**config.mk**
```make
export PLATFORM = sky130hd
export DESIGN_NAME = instrumented_adder_meter_flat
export DESIGN_NICKNAME = d
export VERILOG_FILES = /design/src/rtl/instrumented_adder_meter_pkg.sv /design/src/rtl/instrumented_adder_meter_if.sv /design/src/rtl/instrumented_adder_meter_osc_edge_counter.sv /design/src/rtl/instrumented_adder_meter.sv /design/src/flat_wrapper.sv
export SDC_FILE = /design/constraint.sdc
export NUM_CORES = 1
export LEC_CHECK = 0
export CAP_MARGIN = 40
export CELL_PAD_IN_SITES_DETAIL_PLACEMENT = 1
export CELL_PAD_IN_SITES_GLOBAL_PLACEMENT = 1
export CORE_ASPECT_RATIO = 1.4
export CORE_MARGIN = 5
export CORE_UTILIZATION = 30
export DETAILED_ROUTE_END_ITERATION = 7
export GPL_TIMING_DRIVEN = 1
export PLACE_DENSITY = 0.81
export SYNTH_ARGS = -nofsm -noshare
export SYNTH_HDL_FRONTEND = slang
export SYNTH_HIERARCHICAL = 1
export SYNTH_SLANG_ARGS = --single-unit
```
**constraint.sdc**
```tcl
create_clock -name wb_clk_i -period 2.55 [get_ports wb_clk_i]
set_input_delay 0.765 -clock wb_clk_i [delete_from_list [all_inputs] [get_ports wb_clk_i]]
set_output_delay 0.765 -clock wb_clk_i [all_outputs]
set_load 0.02 [all_outputs]
```
**src/rtl/instrumented_adder_meter_pkg.sv**
```systemverilog
// Shared types and constants for the instrumented adder measurement sequencer.
package instr_adder_pkg;

    typedef enum logic [2:0] {
        IDLE,
        SETUP,
        RUN,
        DRAIN,
        DONE
    } state_e;

    // Cycles with the ring gated off while the synchroniser and edge detector empty.
    localparam int DRAIN_CYCLES = 3;
    localparam int SYNC_STAGES  = 2;

endpackage

```
**src/rtl/instrumented_adder_meter_if.sv**
```systemverilog
// Control/status bus between the LA/Wishbone register block and the meter.
interface instrumented_adder_meter_if #(
    parameter int WIDTH = 32,
    parameter int CNT_W = 32,
    parameter int WIN_W = 32
);
    logic                     start;
    logic                     abort;
    logic [3:0]               ch_sel;
    logic [WIDTH-1:0]         a_value;
    logic [WIDTH-1:0]         b_value;
    logic [$clog2(WIDTH)-1:0] ring_idx;
    logic [WIN_W-1:0]         window_cycles;
    logic                     busy;
    logic                     done;
    logic                     err;
    logic [CNT_W-1:0]         count;
    logic                     overflow;

    modport master (
        output start, abort, ch_sel, a_value, b_value, ring_idx, window_cycles,
        input  busy, done, err, count, overflow
    );

    modport slave (
        input  start, abort, ch_sel, a_value, b_value, ring_idx, window_cycles,
        output busy, done, err, count, overflow
    );
endinterface

```
**src/rtl/instrumented_adder_meter_osc_edge_counter.sv**
```systemverilog
// Synchronises one ring output, detects rising edges and counts them with saturation.
module osc_edge_counter
    import instr_adder_pkg::*;
#(
    parameter int CNT_W = 32
) (
    input  logic             wb_clk_i,
    input  logic             wb_rst_i,
    input  logic             clr,
    input  logic             en,
    input  logic             osc,
    output logic [CNT_W-1:0] count,
    output logic             ovf
);
    logic [SYNC_STAGES-1:0] sync_q, sync_d;
    logic                   prev_q, prev_d;
    logic [CNT_W-1:0]       count_q, count_d;
    logic                   ovf_q, ovf_d;
    logic                   edge_seen;

    // Synchroniser and edge history run every cycle so a channel switch settles before counting.
    always_comb begin
        sync_d    = {sync_q[SYNC_STAGES-2:0], osc};
        prev_d    = sync_q[SYNC_STAGES-1];
        edge_seen = sync_q[SYNC_STAGES-1] & ~prev_q;
        count_d   = count_q;
        ovf_d     = ovf_q;
        if (clr) begin
            count_d = '0;
            ovf_d   = 1'b0;
        end else if (en && edge_seen) begin
            // An edge arriving at full scale is lost, which is what overflow reports.
            if (&count_q) ovf_d = 1'b1;
            else          count_d = count_q + CNT_W'(1);
        end
    end

    // State registers with synchronous reset.
    always_ff @(posedge wb_clk_i) begin
        if (wb_rst_i) begin
            sync_q  <= '0;
            prev_q  <= 1'b0;
            count_q <= '0;
            ovf_q   <= 1'b0;
        end else begin
            sync_q  <= sync_d;
            prev_q  <= prev_d;
            count_q <= count_d;
            ovf_q   <= ovf_d;
        end
    end

    assign count = count_q;
    assign ovf   = ovf_q;
endmodule

```
**src/rtl/instrumented_adder_meter.sv**
```systemverilog
// Measurement sequencer: drives adder operands, selects the ring tap, gates one ring
// for a programmable window and counts its edges.
//
//   state | meaning
//   IDLE  | waiting for start; operands held, ring off
//   SETUP | operands settling, tap selected, ring off
//   RUN   | selected ring enabled for window_cycles cycles
//   DRAIN | ring off, edges still in the synchroniser are counted
//   DONE  | one-cycle completion pulse
module instrumented_adder_meter
    import instr_adder_pkg::*;
#(
    parameter int WIDTH  = 32,
    parameter int NUM_CH = 4,
    parameter int CNT_W  = 32,
    parameter int WIN_W  = 32,
    parameter int SETTLE = 4
) (
    input  logic                      wb_clk_i,
    input  logic                      wb_rst_i,
    instrumented_adder_meter_if.slave ctl,
    input  logic [NUM_CH-1:0]         osc_in,
    output logic [WIDTH-1:0]          a_input,
    output logic [WIDTH-1:0]          b_input,
    output logic [WIDTH-1:0]          ring_bit_b,
    output logic [NUM_CH-1:0]         osc_en
);
    localparam int IDX_W = $clog2(WIDTH);

    state_e           state_q, state_d;
    logic [3:0]       ch_q, ch_d;
    logic [WIDTH-1:0] a_q, a_d;
    logic [WIDTH-1:0] b_q, b_d;
    logic [IDX_W-1:0] idx_q, idx_d;
    logic [WIN_W-1:0] win_q, win_d;
    logic [WIN_W-1:0] timer_q, timer_d;
    logic             err_q, err_d;
    logic             accept;
    logic             ch_ok;
    logic             osc_sel;
    logic             cnt_en;
    logic             tap_active;
    logic [CNT_W-1:0] cnt;
    logic             cnt_ovf;

    assign ch_ok = int'(ch_q) < NUM_CH;

    // Next-state, operand latching and the shared down-counting phase timer.
    always_comb begin
        state_d = state_q;
        ch_d    = ch_q;
        a_d     = a_q;
        b_d     = b_q;
        idx_d   = idx_q;
        win_d   = win_q;
        timer_d = timer_q;
        err_d   = err_q;
        accept  = 1'b0;
        case (state_q)
            IDLE: begin
                if (ctl.start && !ctl.abort) begin
                    accept  = 1'b1;
                    state_d = SETUP;
                    ch_d    = ctl.ch_sel;
                    a_d     = ctl.a_value;
                    b_d     = ctl.b_value;
                    idx_d   = ctl.ring_idx;
                    win_d   = ctl.window_cycles;
                    timer_d = WIN_W'(SETTLE - 1);
                    err_d   = 1'b0;
                end
            end
            SETUP: begin
                if (timer_q == '0) begin
                    if (!ch_ok) begin
                        state_d = DONE;
                        err_d   = 1'b1;
                    end else if (win_q == '0) begin
                        state_d = DRAIN;
                        timer_d = WIN_W'(DRAIN_CYCLES - 1);
                    end else begin
                        state_d = RUN;
                        timer_d = win_q - WIN_W'(1);
                    end
                end else begin
                    timer_d = timer_q - WIN_W'(1);
                end
            end
            RUN: begin
                if (timer_q == '0) begin
                    state_d = DRAIN;
                    timer_d = WIN_W'(DRAIN_CYCLES - 1);
                end else begin
                    timer_d = timer_q - WIN_W'(1);
                end
            end
            DRAIN: begin
                if (timer_q == '0) state_d = DONE;
                else               timer_d = timer_q - WIN_W'(1);
            end
            DONE:    state_d = IDLE;
            default: state_d = IDLE;
        endcase
        if (state_q != IDLE && ctl.abort) state_d = IDLE;
    end

    // State and latched request registers.
    always_ff @(posedge wb_clk_i) begin
        if (wb_rst_i) begin
            state_q <= IDLE;
            ch_q    <= '0;
            a_q     <= '0;
            b_q     <= '0;
            idx_q   <= '0;
            win_q   <= '0;
            timer_q <= '0;
            err_q   <= 1'b0;
        end else begin
            state_q <= state_d;
            ch_q    <= ch_d;
            a_q     <= a_d;
            b_q     <= b_d;
            idx_q   <= idx_d;
            win_q   <= win_d;
            timer_q <= timer_d;
            err_q   <= err_d;
        end
    end

    // Decode the ring enable, active-low tap select and the osc_in channel mux.
    always_comb begin
        tap_active = (state_q == SETUP) || (state_q == RUN) || (state_q == DRAIN);
        cnt_en     = (state_q == RUN) || (state_q == DRAIN);
        osc_sel    = 1'b0;
        osc_en     = '0;
        for (int i = 0; i < NUM_CH; i++) begin
            if (int'(ch_q) == i) begin
                osc_sel   = osc_in[i];
                osc_en[i] = (state_q == RUN);
            end
        end
        ring_bit_b = '1;
        for (int i = 0; i < WIDTH; i++) begin
            if (tap_active && int'(idx_q) == i) ring_bit_b[i] = 1'b0;
        end
    end

    osc_edge_counter #(
        .CNT_W (CNT_W)
    ) u_counter (
        .wb_clk_i (wb_clk_i),
        .wb_rst_i (wb_rst_i),
        .clr      (accept),
        .en       (cnt_en),
        .osc      (osc_sel),
        .count    (cnt),
        .ovf      (cnt_ovf)
    );

    assign a_input      = a_q;
    assign b_input      = b_q;
    assign ctl.busy     = (state_q != IDLE);
    assign ctl.done     = (state_q == DONE);
    assign ctl.err      = err_q;
    assign ctl.count    = cnt;
    assign ctl.overflow = cnt_ovf;
endmodule

```
**src/flat_wrapper.sv**
```systemverilog
// flat-port wrapper written by rule: the top's interface ports become plain ports
module instrumented_adder_meter_flat import instr_adder_pkg::*;
#(
    parameter int WIDTH  = 32,
    parameter int NUM_CH = 4,
    parameter int CNT_W  = 32,
    parameter int WIN_W  = 32,
    parameter int SETTLE = 4
)
  (wb_clk_i, wb_rst_i, osc_in, a_input, b_input, ring_bit_b, osc_en, ctl_start, ctl_abort, ctl_ch_sel, ctl_a_value, ctl_b_value, ctl_ring_idx, ctl_window_cycles, ctl_busy, ctl_done, ctl_err, ctl_count, ctl_overflow);
  instrumented_adder_meter_if #(.WIDTH(WIDTH), .CNT_W(CNT_W), .WIN_W(WIN_W)) ctl_i ();
  input  logic wb_clk_i;
  input  logic wb_rst_i;
  input  logic [NUM_CH-1:0] osc_in;
  output logic [WIDTH-1:0] a_input;
  output logic [WIDTH-1:0] b_input;
  output logic [WIDTH-1:0] ring_bit_b;
  output logic [NUM_CH-1:0] osc_en;
  input wire logic [$bits(ctl_i.start)-1:0] ctl_start;
  input wire logic [$bits(ctl_i.abort)-1:0] ctl_abort;
  input wire logic [$bits(ctl_i.ch_sel)-1:0] ctl_ch_sel;
  input wire logic [$bits(ctl_i.a_value)-1:0] ctl_a_value;
  input wire logic [$bits(ctl_i.b_value)-1:0] ctl_b_value;
  input wire logic [$bits(ctl_i.ring_idx)-1:0] ctl_ring_idx;
  input wire logic [$bits(ctl_i.window_cycles)-1:0] ctl_window_cycles;
  output wire logic [$bits(ctl_i.busy)-1:0] ctl_busy;
  output wire logic [$bits(ctl_i.done)-1:0] ctl_done;
  output wire logic [$bits(ctl_i.err)-1:0] ctl_err;
  output wire logic [$bits(ctl_i.count)-1:0] ctl_count;
  output wire logic [$bits(ctl_i.overflow)-1:0] ctl_overflow;
  assign ctl_i.start = ctl_start;
  assign ctl_i.abort = ctl_abort;
  assign ctl_i.ch_sel = ctl_ch_sel;
  assign ctl_i.a_value = ctl_a_value;
  assign ctl_i.b_value = ctl_b_value;
  assign ctl_i.ring_idx = ctl_ring_idx;
  assign ctl_i.window_cycles = ctl_window_cycles;
  assign ctl_busy = ctl_i.busy;
  assign ctl_done = ctl_i.done;
  assign ctl_err = ctl_i.err;
  assign ctl_count = ctl_i.count;
  assign ctl_overflow = ctl_i.overflow;
  instrumented_adder_meter #(.WIDTH(WIDTH), .NUM_CH(NUM_CH), .CNT_W(CNT_W), .WIN_W(WIN_W), .SETTLE(SETTLE)) u_core (.wb_clk_i(wb_clk_i), .wb_rst_i(wb_rst_i), .ctl(ctl_i), .osc_in(osc_in), .a_input(a_input), .b_input(b_input), .ring_bit_b(ring_bit_b), .osc_en(osc_en));
endmodule
```
## Word level (Yosys, flattened, before mapping)

Index checks and enable logic that the tools add are counted.

- Bitwise logic cells: 3
- Add/sub/neg operators: 3
- Reductions and logical operators: 56
- Order comparisons: 1
- Muxes and demuxes: 60
- Equal/unequal tests: 45

Operators with widths:

| cell | count |
|---|---|
| 2-to-1 mux 32 bit | 6 |
| case mux 32 bit (4 select lines) | 1 |
| == test 5 bit (second input constant) | 16 |
| logical NOT 32 bit | 2 |
| subtractor 32 x 1 -> 32 bit (second input constant) | 2 |
| 2-to-1 mux 1 bit | 46 |
| == test 5 x 4 -> 1 bit (second input constant) | 8 |
| logical AND 1 bit | 35 |
| AND reduction 33 bit | 1 |
| adder 32 x 1 -> 32 bit (second input constant) | 1 |
| AND reduction 32 bit | 1 |
| == test 5 x 3 -> 1 bit (second input constant) | 4 |
| 2-to-1 mux 3 bit | 5 |
| case mux 3 bit (4 select lines) | 1 |
| AND reduction 4 bit | 3 |
| == test 5 x 2 -> 1 bit (second input constant) | 2 |
| == test 4 x 3 -> 1 bit (second input constant) | 2 |
| inequality test 2 x 1 -> 1 bit (second input constant) | 4 |
| == test 3 x 2 -> 1 bit (second input constant) | 2 |
| == test 5 x 1 -> 1 bit (second input constant) | 1 |
| logical NOT 5 bit | 1 |
| == test 4 x 2 -> 1 bit (second input constant) | 1 |
| logical NOT 4 bit | 1 |
| < comparator 4 x 3 -> 1 bit (second input constant) | 1 |
| 15 further kinds | 21 |

- Register bits: 177
- Word-level logic and storage cells: 180

## Logic depth before layout (Yosys ltp)

Gate-level depths: netlist of the first run.

- Word-level depth: 5
- Mapped depth: 11
- Gate-level depth less buffers: 8

## Modules after synthesis

Netlist of the first run, hierarchy kept.

By module, submodules not included:

| module | cells each | area an instance (um^2) | sequential area each (um^2) | instances |
|---|---|---|---|---|
| instrumented_adder_meter | 922 | 6835.3 | 2822.7 | 1 |
| osc_edge_counter | 203 | 1725.4 | 720.7 | 1 |

## Worst setup path before layout of the first run

No wires, ideal clock.

- Path kind: reg2reg
- Start: reg u_core.timer_q[9]
- End: reg u_core.timer_q[31]
- Cell stages (with the launch flop): 8
- Data arrival time: 2.561 ns
- Period minus slack after synthesis: 2.702 ns
- Setup slack: -0.152 ns
- Buffers on the path: 1
- Setup time: 0.141 ns
- Required time: 2.409 ns
- Path through: dfxtp_1 > or4_1 > clkbuf_1 > or3_1 > or4_4 > o41a_1 > a32oi_1 > o311ai_0

- Longest elaborated chain between the ends: 3
- Elaborated cells between the ends (all ways): 9
- Those cells by class: add/sub (1); eq/ne (2); mux (4); reduce/logical (2)

Ends and longest elaborated chain:

| item | line | source |
|---|---|---|
| start: declaration | instrumented_adder_meter.sv:36 | `logic [WIN_W-1:0] timer_q, timer_d;` |
| start signal: assignment | instrumented_adder_meter.sv:125 | `timer_q <= timer_d;` |
| subtractor 32 x 1 -> 32 bit or logical NOT 32 bit (tied branches) | - |  |
| 2-to-1 mux 32 bit (tied with other cells) | instrumented_adder_meter.sv:98 | `if (timer_q == '0) state_d = DONE;` |
| case mux 32 bit (4 select lines) or AND reduction 4 bit (tied branches) | - |  |

Parallel ways exist; a longest one is shown, timed or not. The select of a mux whose other input is x is not followed.
A chain may end at the register's enable or synchronous reset.

## Worst setup path in the final report of the first run

- Start: reg u_core.timer_q[19]
- End: reg u_core.timer_q[14]

- Longest elaborated chain between the ends: 3
- Elaborated cells between the ends (all ways): 7
- Those cells by class: eq/ne (2); mux (3); reduce/logical (2)

Ends and longest elaborated chain:

| item | line |
|---|---|
| logical NOT 32 bit (*) | instrumented_adder_meter.sv:74, instrumented_adder_meter.sv:90, instrumented_adder_meter.sv:98 |
| inequality test 3 x 2 -> 1 bit (no source line) (tied with other cells) | - |
| AND reduction 4 bit (no source line) or case mux 32 bit (4 select lines) (tied branches) | - |

Mark *: on every way between the ends. The rest lies on a longest branch, timed or not.

==> results_dict.tcl, run 1 <==
set metrics [dict create \
    clock_sinks 177 \
    cts_buffer_depth 2 \
    area_growth_pct 57.5 \
    die_h_um 210 \
    grt_usage_pct 20.6 \
    postRouteAntennaNets 0 \
    vias 9805 \
    synth_xor_area_share_pct 4.19 \
    synth_edf_count 0 \
    ys_seq_area_share_pct 41.4 \
    crit_path_max_fanout 7 \
    drc 0 \
    core_um2 28300 \
    synth.distinct_cells 70 \
    initial_core_util_pct 30.2 \
    critPathLaunchType "flop" \
    ff2ff_setup_slack_ns -0.006 \
    antennaDiodeCount 0 \
    grt_max_degree 126 \
    max_freq_mhz 391 \
    postSynthAreaPerCell_um2 7.61 \
    first_pass_iters 5 \
    min_from "u_core/a_input[26]" \
    cts_tree "done" \
    ir_drop_uv 495 \
    whs_path_depth 2 \
    powerDensity_nw_per_um2 568 \
    setup_tns_ns -0.00625 \
    nets 1598 \
    hp-class "flop to flop" \
    drv_cap 0 \
    synth_area_um2 8560 \
    whs_endpoint "u_core/a_input[26]" \
    setup_slack_ns -0.00625 \
    syn-num-nets 1241 \
    rows 73 \
    yosys.area_share.simple_pct 29.9 \
    path_clk_slew_ns 0.07 \
    grt_pass1_vias 10400 \
    worstSkewPairLatency_ns 0.44 \
    setup_viol 1 \
    synth-compound-area-share_pct 18.9 \
    hpwl_um 25200 \
    ys_seq_elements 177 \
    required_ns 2.89 \
    utilization_pct 47.6 \
    cts_root_buf "clkbuf_16" \
    worstMarginPinSlew_ns 0.593 \
    viasPerCell 5.25 \
    antenna_found_initial 0 \
    reg2reg_depth 9 \
    leakage_uw 0.00501 \
    synthAdderAreaFrac_pct 0.438 \
    worstReg2RegStart "u_core/timer_q[19]" \
    fin_crit_ns 2.56 \
    slew_headroom_pct 60.4 \
    final_cell_mix "nand2_1, clkdlybuf4s50_1, dfxtp_1, buf_4, a21oi_1" \
    final_layout_size_suffix_gt1_share_pct 20.7 \
    yosys_most_used_dff "dfxtp_1" \
    yosysWarnings 6 \
    dieArea_um2 32100 \
    synth_async_sr_flop_share_pct 0 \
    num-fill-cells 3418 \
    wl_per_cell_um 18.7 \
    crit_type "flop to flop" \
    synth_cells 1125 \
    violations "negative setup slack" \
    grt-ovfl-total 0 \
    gp_congestion 0.896 \
    ios 249 \
    worst-endpoint-arrival_ns 2.90 \
    rsz0062_at_grt "yes" \
    synth_top_family_by_area "simple AND/OR/NAND/NOR gates" \
    skew_ns 0.00852 \
    slew_viol_final 0 \
    finalCritPeriodShare_pct 100 \
    wl_um 35000 \
    drt_iter0_drc 451 \
    crit_path_end_kind "flop" \
    ctsHoldBuffers 0 \
    portBuffers 248 \
    layout_commonest_cell "nand2_1" \
    die_w_um 153 \
    numCtsBuffers 17 \
    synth_mux_area_share_pct 0.497 \
    rr_endpoint "u_core/timer_q[14]" \
    hold_viol_final 0 \
    outcome "finished, violations left" \
    grt_pass1_wl_um 54100 \
    cts_htree_levels 4 \
]
## metrics by stage
step / hold WS (ns) / total power (uW) / setup WS [ns] / instances / area, um^2
3_5_place_dp: 0.437 / 4800 / -0.282 / 1827 / 12500
4_1_cts: 0.457 / 7610 / -0.101 / 1862 / 13300
3_3_place_gp: 0.437 / 4750 / -0.411 / 1826 / 12500
6_report: 0.459 / 7650 / -0.00625 / 1869 / 13500
5_1_grt: 0.481 / 7960 / -0.130 / 1869 / 13500
2_1_floorplan: 0.414 / 3880 / -0.0597 / 1125 / 8570
## routing by layer
layer	routed length (um)	vias to the layer above	global-route usage (%)
met5	0	-	0
met4	1460	0	10.2
met3	1880	86	4.43
met2	18800	290	38.7
met1	12900	4756	21.4
li1	-	4673	-
## state kept, by name, indices dropped and copies added, names as in the netlist
signal and cells:
u_core/u_counter/count 32, u_core/win_q 32, u_core/idx_q 5, u_core/state_q 3, u_core/u_counter/ovf 1, u_core/ch_q 4
u_core/u_counter/prev_q 1, u_core/b_input 32, u_core/ctl.err 1, u_core/a_input 32, u_core/u_counter/sync_q 2, u_core/timer_q 32
## Yosys cell counts (3+ instances only)
master	number	area [um^2]
and3_1	5	31.3
o22ai_1	9	56.3
o32ai_1	3	26.3
and4_1	6	52.6
or4_1	14	105
nand4b_1	5	43.8
nor3_1	31	155
buf_1	8	30.0
o41ai_1	3	26.3
nor2_1	56	210
nand4_1	15	93.8
ha_1	3	37.5
a22oi_1	11	82.6
or3_1	24	150
dfxtp_1	177	3540
o21ai_0	23	115
a211oi_1	15	113
nor3b_1	6	45.0
nor2b_1	9	56.3
xor2_1	23	201
nand2b_1	4	25.0
nand3_1	22	110
inv_1	20	75.1
or4_4	3	33.8
clkbuf_1	57	214
a21oi_1	142	711
o31ai_1	9	67.6
o21a_1	5	37.5
buf_2	6	30.0
a32oi_1	12	105
nor4b_1	4	35.0
or2_2	8	50.1
nand2_1	289	1080
and2_1	3	18.8
a31oi_1	8	50.1
nor4_1	22	138
xnor2_1	18	158
o211ai_1	4	30.0
## report_power, final
group          switching [uW]  total, uW  internal, uW
Sequential               75.9       2940          2870
Clock                    1110       2690          1580
Combinational            1100       2020           922
## worst max-delay path by stage
stage,start,end,depth (start not counted)
after floorplan,u_core/win_q[24],u_core/timer_q[30],7
after global placement,u_core/timer_q[15],u_core/timer_q[23],8
after detailed placement,u_core/state_q[1],osc_en[1],7
after CTS,u_core/state_q[0],ring_bit_b[15],8
after global routing,u_core/timer_q[0],u_core/timer_q[30],12
final,u_core/timer_q[19],u_core/timer_q[14],9
## logic make-up after synthesis
logic type	count (synthesis)
adders and majority gates	3
AOI/OAI and AO/OA	266
DFF	177
xor gates and xnor gates	41
buffers and inverters	96
muxes	3
and+or+nand+nor	539
## critical path, stage by stage, from the launching register on
cell	delay, ns
dfxtp_1	0.31
or4_4	0.54
buf_4	0.18
nor4_4	0.33
buf_4	0.20
nand3_2	0.09
nand2_1	0.24
buf_4	0.23
a21oi_1	0.08
o32ai_1	0.25
## repair_timing
item                       in CTS  in global routing
setup endpoints to repair      71                 58
hold endpoints to repair        0                  0
pin swaps                       9                 19
buffers inserted                4                  7
gates resized for setup       156                 71
## final cells by class
class	count	area (um^2)	share of cell area [%]
repair buffers	413	3720	27.6
clock buffers	21	460	3.42
flip-flops and latches	177	3560	26.4
inverters	21	82.6	0.613
well taps	375	469	3.48
clock inverters	10	134	0.993
multi-input cells	852	5050	37.5
Power figures use the tool's default switching activity.
==> run 2: changes to the inputs <==
--- a/config.mk
+++ b/config.mk
@@ -13,7 +13,7 @@
 export CORE_UTILIZATION = 30
 export DETAILED_ROUTE_END_ITERATION = 7
 export GPL_TIMING_DRIVEN = 1
-export PLACE_DENSITY = 0.81
+export PLACE_DENSITY = 0.78
 export SYNTH_ARGS = -nofsm -noshare
 export SYNTH_HDL_FRONTEND = slang
 export SYNTH_HIERARCHICAL = 1
==> constraint.sdc (replaced) <==
create_clock -name wb_clk_i -period 2.9 [get_ports wb_clk_i]
set_input_delay 0.87 -clock wb_clk_i [delete_from_list [all_inputs] [get_ports wb_clk_i]]
set_output_delay 0.87 -clock wb_clk_i [all_outputs]
set_load 0.02 [all_outputs]
==> run 2 against run 1 <==
Net effect: the run now ends clean; worst hold slack worse by 0.023 ns; total power decreased by 14%; sequential power fell by 12%; register-to-register slack improved by 0.15 ns; wire length shrank 7.7%; critical path depth down 3; clock power shrank 4%; setup slack better by 0.058 ns; global-route usage fell by 1.1 points; critical path type is now flop to output port.
==> results_dict.tcl, run 2 (same netlist as run 1, synthesis figures left out) <==
set metrics [dict create \
    outcome "finished clean" \
    initial_core_util_pct 30.2 \
    worst-endpoint-arrival_ns 1.98 \
    internal-power_uw 4690 \
    portBuffers 248 \
    area_growth_pct 44.6 \
    layout_commonest_cell "nand2_1" \
    grt_pass1_wl_um 51000 \
    p_sw_uw 1920 \
    skew_ns 0.0106 \
    core_um2 28300 \
    slew_headroom_pct 57.7 \
    whs_path_depth 1 \
    drt_iter0_drc 411 \
    fin_crit_ns 2.85 \
    grt_usage_pct 19.4 \
    combPwrFrac_pct 21.6 \
    postRouteAntennaNets 0 \
    stdcell_count 1764 \
    reg2reg_depth 7 \
    num-fill-cells 3443 \
    swShare_pct 29.0 \
    cts_root_buf "clkbuf_16" \
    grt-ovfl-total 0 \
    final_cell_mix "nand2_1, clkdlybuf4s50_1, dfxtp_1, a21oi_1, buf_4" \
    rows 73 \
    antenna_found_initial 0 \
    rsz0062_at_grt "yes" \
    max_freq_mhz 351 \
    wl_met2_um 17100 \
    grt_max_degree 107 \
    worstSkewPairLatency_ns 0.44 \
    viasPerCell 5.24 \
    drc 0 \
    die_w_um 153 \
    hpwl_um 23600 \
    setup_viol 0 \
    gp_congestion 0.858 \
    dieArea_um2 32100 \
    cp-startpoint "u_core/state_q[1]" \
    nets 1493 \
    path_clk_slew_ns 0.07 \
    vias 9249 \
    crit_path_end_kind "output port" \
    first_pass_iters 4 \
    wl_um 32300 \
    antennaDiodeCount 0 \
    grt_pass1_vias 9618 \
    slew_viol_final 0 \
    crit_type "flop to output port" \
    required_ns 2.03 \
    hold_viol_final 0 \
    cts_tree "done" \
    power_uw 6600 \
    numCtsBuffers 17 \
    worstMarginPinSlew_ns 0.629 \
    ios 249 \
    wl_met1_um 12300 \
    wl_met3_um 1830 \
    die_h_um 210 \
    powerDensity_nw_per_um2 534 \
    highest_layer "met4" \
    cts_htree_levels 4 \
    finalCritPeriodShare_pct 98.2 \
    clock_power_share_pct 39.1 \
    worstReg2RegStart "u_core/timer_q[6]" \
    ctsHoldBuffers 0 \
    final_layout_size_suffix_gt1_share_pct 10.7 \
    cts_buffer_depth 2 \
    clock_sinks 177 \
    drv_cap 0 \
    min_from "u_core/u_counter/sync_q[0]" \
    sequentialPowerShare_pct 39.3 \
    critPathLaunchType "flop" \
    ir_drop_uv 442 \
    crit_path_max_fanout 7 \
    wl_per_cell_um 18.3 \
    leakage_uw 0.00441 \
    hp-class "flop to flop" \
    place_inst 1732 \
]
-- run 2: cell types whose count changed in the layout (fill, tap and decap cells not counted), sizes merged --
cell | before | now
clkdlybuf4s15 | 1 | 2
inv | 21 | 22
clkinvlp | 2 | 3
buf | 187 | 61
clkbuf | 27 | 33
clkdlybuf4s50 | 209 | 210
clkinv | 5 | 4
bufinv | 3 | 5
dlygate4sd2 | 10 | 19
dlymetal6s2s | 0 | 1
-- run 2: cell type report --
type	instances	area [um^2]	area share, %
flip-flops and latches	177	3550	28.7
multi-input cells	852	4730	38.2
clock inverters	13	209	1.69
repair buffers	308	2900	23.5
clock buffers	18	439	3.55
inverters	21	80.1	0.647
well taps	375	469	3.79
-- run 2: final timing paths --
kind	end	slack (ns)
min reg2reg	u_core/u_counter/sync_q[1]	0.44
max	osc_en[3]	0.05
max reg2reg	u_core/timer_q[0]	0.14
min	u_core/u_counter/sync_q[1]	0.44
-- run 2: metal layers --
layer / global-route usage [%] / vias up
met1: 20.5 / 4478
met5: 0 / -
met4: 8.15 / 0
met2: 36.3 / 244
li1: - / 4470
met3: 5.22 / 57
-- run 2: metrics by stage --
stage	hold slack [ns]	util, %	worst slack, ns	instance area (um^2)	TNS (ns)
after floorplan	0.414	-	0.198	8560	0
after global placement	0.427	41.4	0.123	11700	0
after detailed placement	0.426	41.5	0.0208	11700	0
after CTS	0.433	43.8	0.00839	12400	0
after global routing	0.441	43.7	-0.0905	12400	-0.295
final	0.436	43.7	0.0518	12400	0
-- run 2: worst max-delay path, cell delays in order (launching register included) --
cell and delay [ns]:
dfxtp_2 0.38, inv_1 0.07, nor2_1 0.15, nor4b_2 0.26
buf_4 0.18, and3_1 0.15, dlygate4sd2_1 0.33
-- run 2: what timing repair did --
item / 4_1_cts / 5_1_grt
buffers inserted: 0 / 1
pin swaps: 0 / 1
gates resized for setup: 52 / 36
setup endpoints to repair: 36 / 26
-- run 2: power by group through the flow --
stage	Sequential (uW)	Clock [uW]	Combinational, uW
final	2600	2580	1420
after global routing	2610	2750	1540
after CTS	2590	2650	1420
after detailed placement	2650	0	1410
after global placement	2640	0	1380
after floorplan	2680	0	724
==> run 3: changes to the inputs <==
--- a/config.mk
+++ b/config.mk
@@ -5,7 +5,7 @@
 export SDC_FILE = /design/constraint.sdc
 export NUM_CORES = 1
 export LEC_CHECK = 0
-export CAP_MARGIN = 40
+export CAP_MARGIN = 25
 export CELL_PAD_IN_SITES_DETAIL_PLACEMENT = 1
 export CELL_PAD_IN_SITES_GLOBAL_PLACEMENT = 1
 export CORE_ASPECT_RATIO = 1.4
@@ -13,6 +13,7 @@
 export CORE_UTILIZATION = 30
 export DETAILED_ROUTE_END_ITERATION = 7
 export GPL_TIMING_DRIVEN = 1
+export MAX_ROUTING_LAYER = met4
 export PLACE_DENSITY = 0.78
 export SYNTH_ARGS = -nofsm -noshare
 export SYNTH_HDL_FRONTEND = slang
==> run 3 against run 2 <==
Net effect: core utilization is 0.11 points lower; non-clock buffer count is 1 lower; critical path type unchanged; critical endpoint is now ctl_done; count of clock-buffer cells in the layout stayed put; cell count stayed put; largest cell class unchanged; via count is 0.18% lower; total power is 1.7% lower; clock skew is 0.0023 ns lower; sequential share of layout area is 0.070 points higher; sequential power hardly changed; register-to-register slack hardly changed.
==> results_dict.tcl, run 3 (same netlist as run 1, synthesis figures left out) <==
set metrics [dict create \
    powerDensity_nw_per_um2 526 \
    setup_tns_ns 0 \
    rsz0062_at_grt "yes" \
    critical_path.cell_chain "nor2_1 -> buf_4 -> and2_1 -> clkdlybuf4s50_1" \
    first_pass_iters 5 \
    setup_viol 0 \
    numCtsBuffers 17 \
    outcome "finished clean" \
    wl_per_cell_um 18.4 \
    whs_endpoint "u_core/u_counter/sync_q[1]" \
    ff2ff_setup_slack_ns 0.13 \
    fin_crit_ns 2.83 \
    critPathLaunchType "flop" \
    utilization_pct 43.6 \
    ctsHoldBuffers 0 \
    grt_max_degree 107 \
    grt_usage_pct 20.0 \
    ir_drop_uv 465 \
    finalCritPeriodShare_pct 97.4 \
    hp-class "flop to flop" \
    reg2reg_depth 7 \
    portBuffers 248 \
    postRouteAntennaNets 0 \
    crit_path_max_fanout 6 \
    cts_root_buf "clkbuf_16" \
    ios 249 \
    grt_pass1_wl_um 51000 \
    worstReg2RegStart "u_core/timer_q[6]" \
    grt-ovfl-total 0 \
    vias 9232 \
    skew_ns 0.00831 \
    holdWs_ns 0.435 \
    max_freq_mhz 354 \
    worst_path_max_delay_cell "clkdlybuf4s50_1" \
    path_clk_slew_ns 0.07 \
    grt_pass1_vias 9681 \
    die_w_um 153 \
    cts_htree_levels 4 \
    area_growth_pct 44.2 \
    wl_um 32500 \
    rr_endpoint "u_core/timer_q[0]" \
    worst-endpoint-arrival_ns 1.96 \
    viasPerCell 5.23 \
    required_ns 2.03 \
    initial_core_util_pct 30.2 \
    slew_headroom_pct 36.9 \
    dieArea_um2 32100 \
    worstMarginPinSlew_ns 0.946 \
    die_h_um 210 \
    drt_iter0_drc 394 \
    hpwl_um 23600 \
    layout_commonest_cell "nand2_1" \
    cts_tree "done" \
    drc 0 \
    min_from "u_core/u_counter/sync_q[0]" \
    cts_buffer_depth 2 \
    num-fill-cells 3461 \
    leakage_uw 0.00435 \
    nets 1492 \
    clock_sinks 177 \
    slew_viol_final 0 \
    antenna_found_initial 0 \
    core_um2 28300 \
    gp_congestion 0.872 \
    final_layout_size_suffix_gt1_share_pct 10.5 \
    max_stage_delay_ns 0.62 \
    hold_viol_final 0 \
    antennaDiodeCount 0 \
    final_cell_mix "nand2_1, clkdlybuf4s50_1, dfxtp_1, a21oi_1, buf_4" \
    worstSkewPairLatency_ns 0.44 \
    drv_cap 0 \
    rows 73 \
    crit_type "flop to output port" \
    whs_path_depth 1 \
    crit_path_end_kind "output port" \
]
run 3: layout make-up:
type                    count  area, um^2  share of cell area [%]
flip-flops and latches    177        3550                    28.7
clock inverters            14         189                    1.53
inverters                  21        80.1                   0.649
multi-input cells         852        4740                    38.4
repair buffers            307        2890                    23.4
well taps                 375         469                    3.80
clock buffers              18         429                    3.48
run 3: worst max-delay path, delay by kind of cell, from the launching register on:
| family | cells | cell delay, ns |
|---|---|---|
| simple gates | 2 | 0.36 |
| flops | 1 | 0.35 |
| buf+inv | 2 | 0.80 |
run 3: worst max-delay path by stage:
stage                           start            endpoint  slack [ns]  depth (start not counted)
floorplan           u_core/timer_q[9]  u_core/timer_q[31]        0.20                          7
global placement    u_core/state_q[1]           osc_en[1]        0.12                          7
detailed placement  u_core/state_q[1]           osc_en[3]        0.02                          6
CTS                 u_core/state_q[1]           osc_en[2]       0.003                          6
global route        u_core/state_q[0]      ring_bit_b[16]       -0.03                          7
finish              u_core/state_q[0]            ctl_done        0.07                          4
run 3: stage by stage:
step / cell area [um^2] / std cells / worst slack [ns] / power, uW
after floorplan: 8560 / 1125 / 0.198 / 3410
after global placement: 11700 / 1731 / 0.123 / 4020
after detailed placement: 11700 / 1731 / 0.0178 / 4050
after CTS: 12400 / 1764 / 0.00251 / 6560
after global routing: 12300 / 1764 / -0.0282 / 6780
final: 12300 / 1764 / 0.0745 / 6490
run 3: routing by layer:
metal / wire length [um] / global-route usage [%]
met5: 0 / -
met4: 1090 / 8.08
met3: 1620 / 4.50
met2: 17200 / 36.4
met1: 12500 / 20.9
run 3: what timing repair did:
item / in CTS / in global routing
resized for setup: 54 / 33
pin swaps: 1 / 2
endpoints found under the setup margin: 36 / 25
buffers inserted: 1 / 0
run 3: report_power, final:
group	internal [uW]	total, uW	switching [uW]
registers	2520	2600	77.9
logic	614	1420	807
clock network	1440	2480	1030
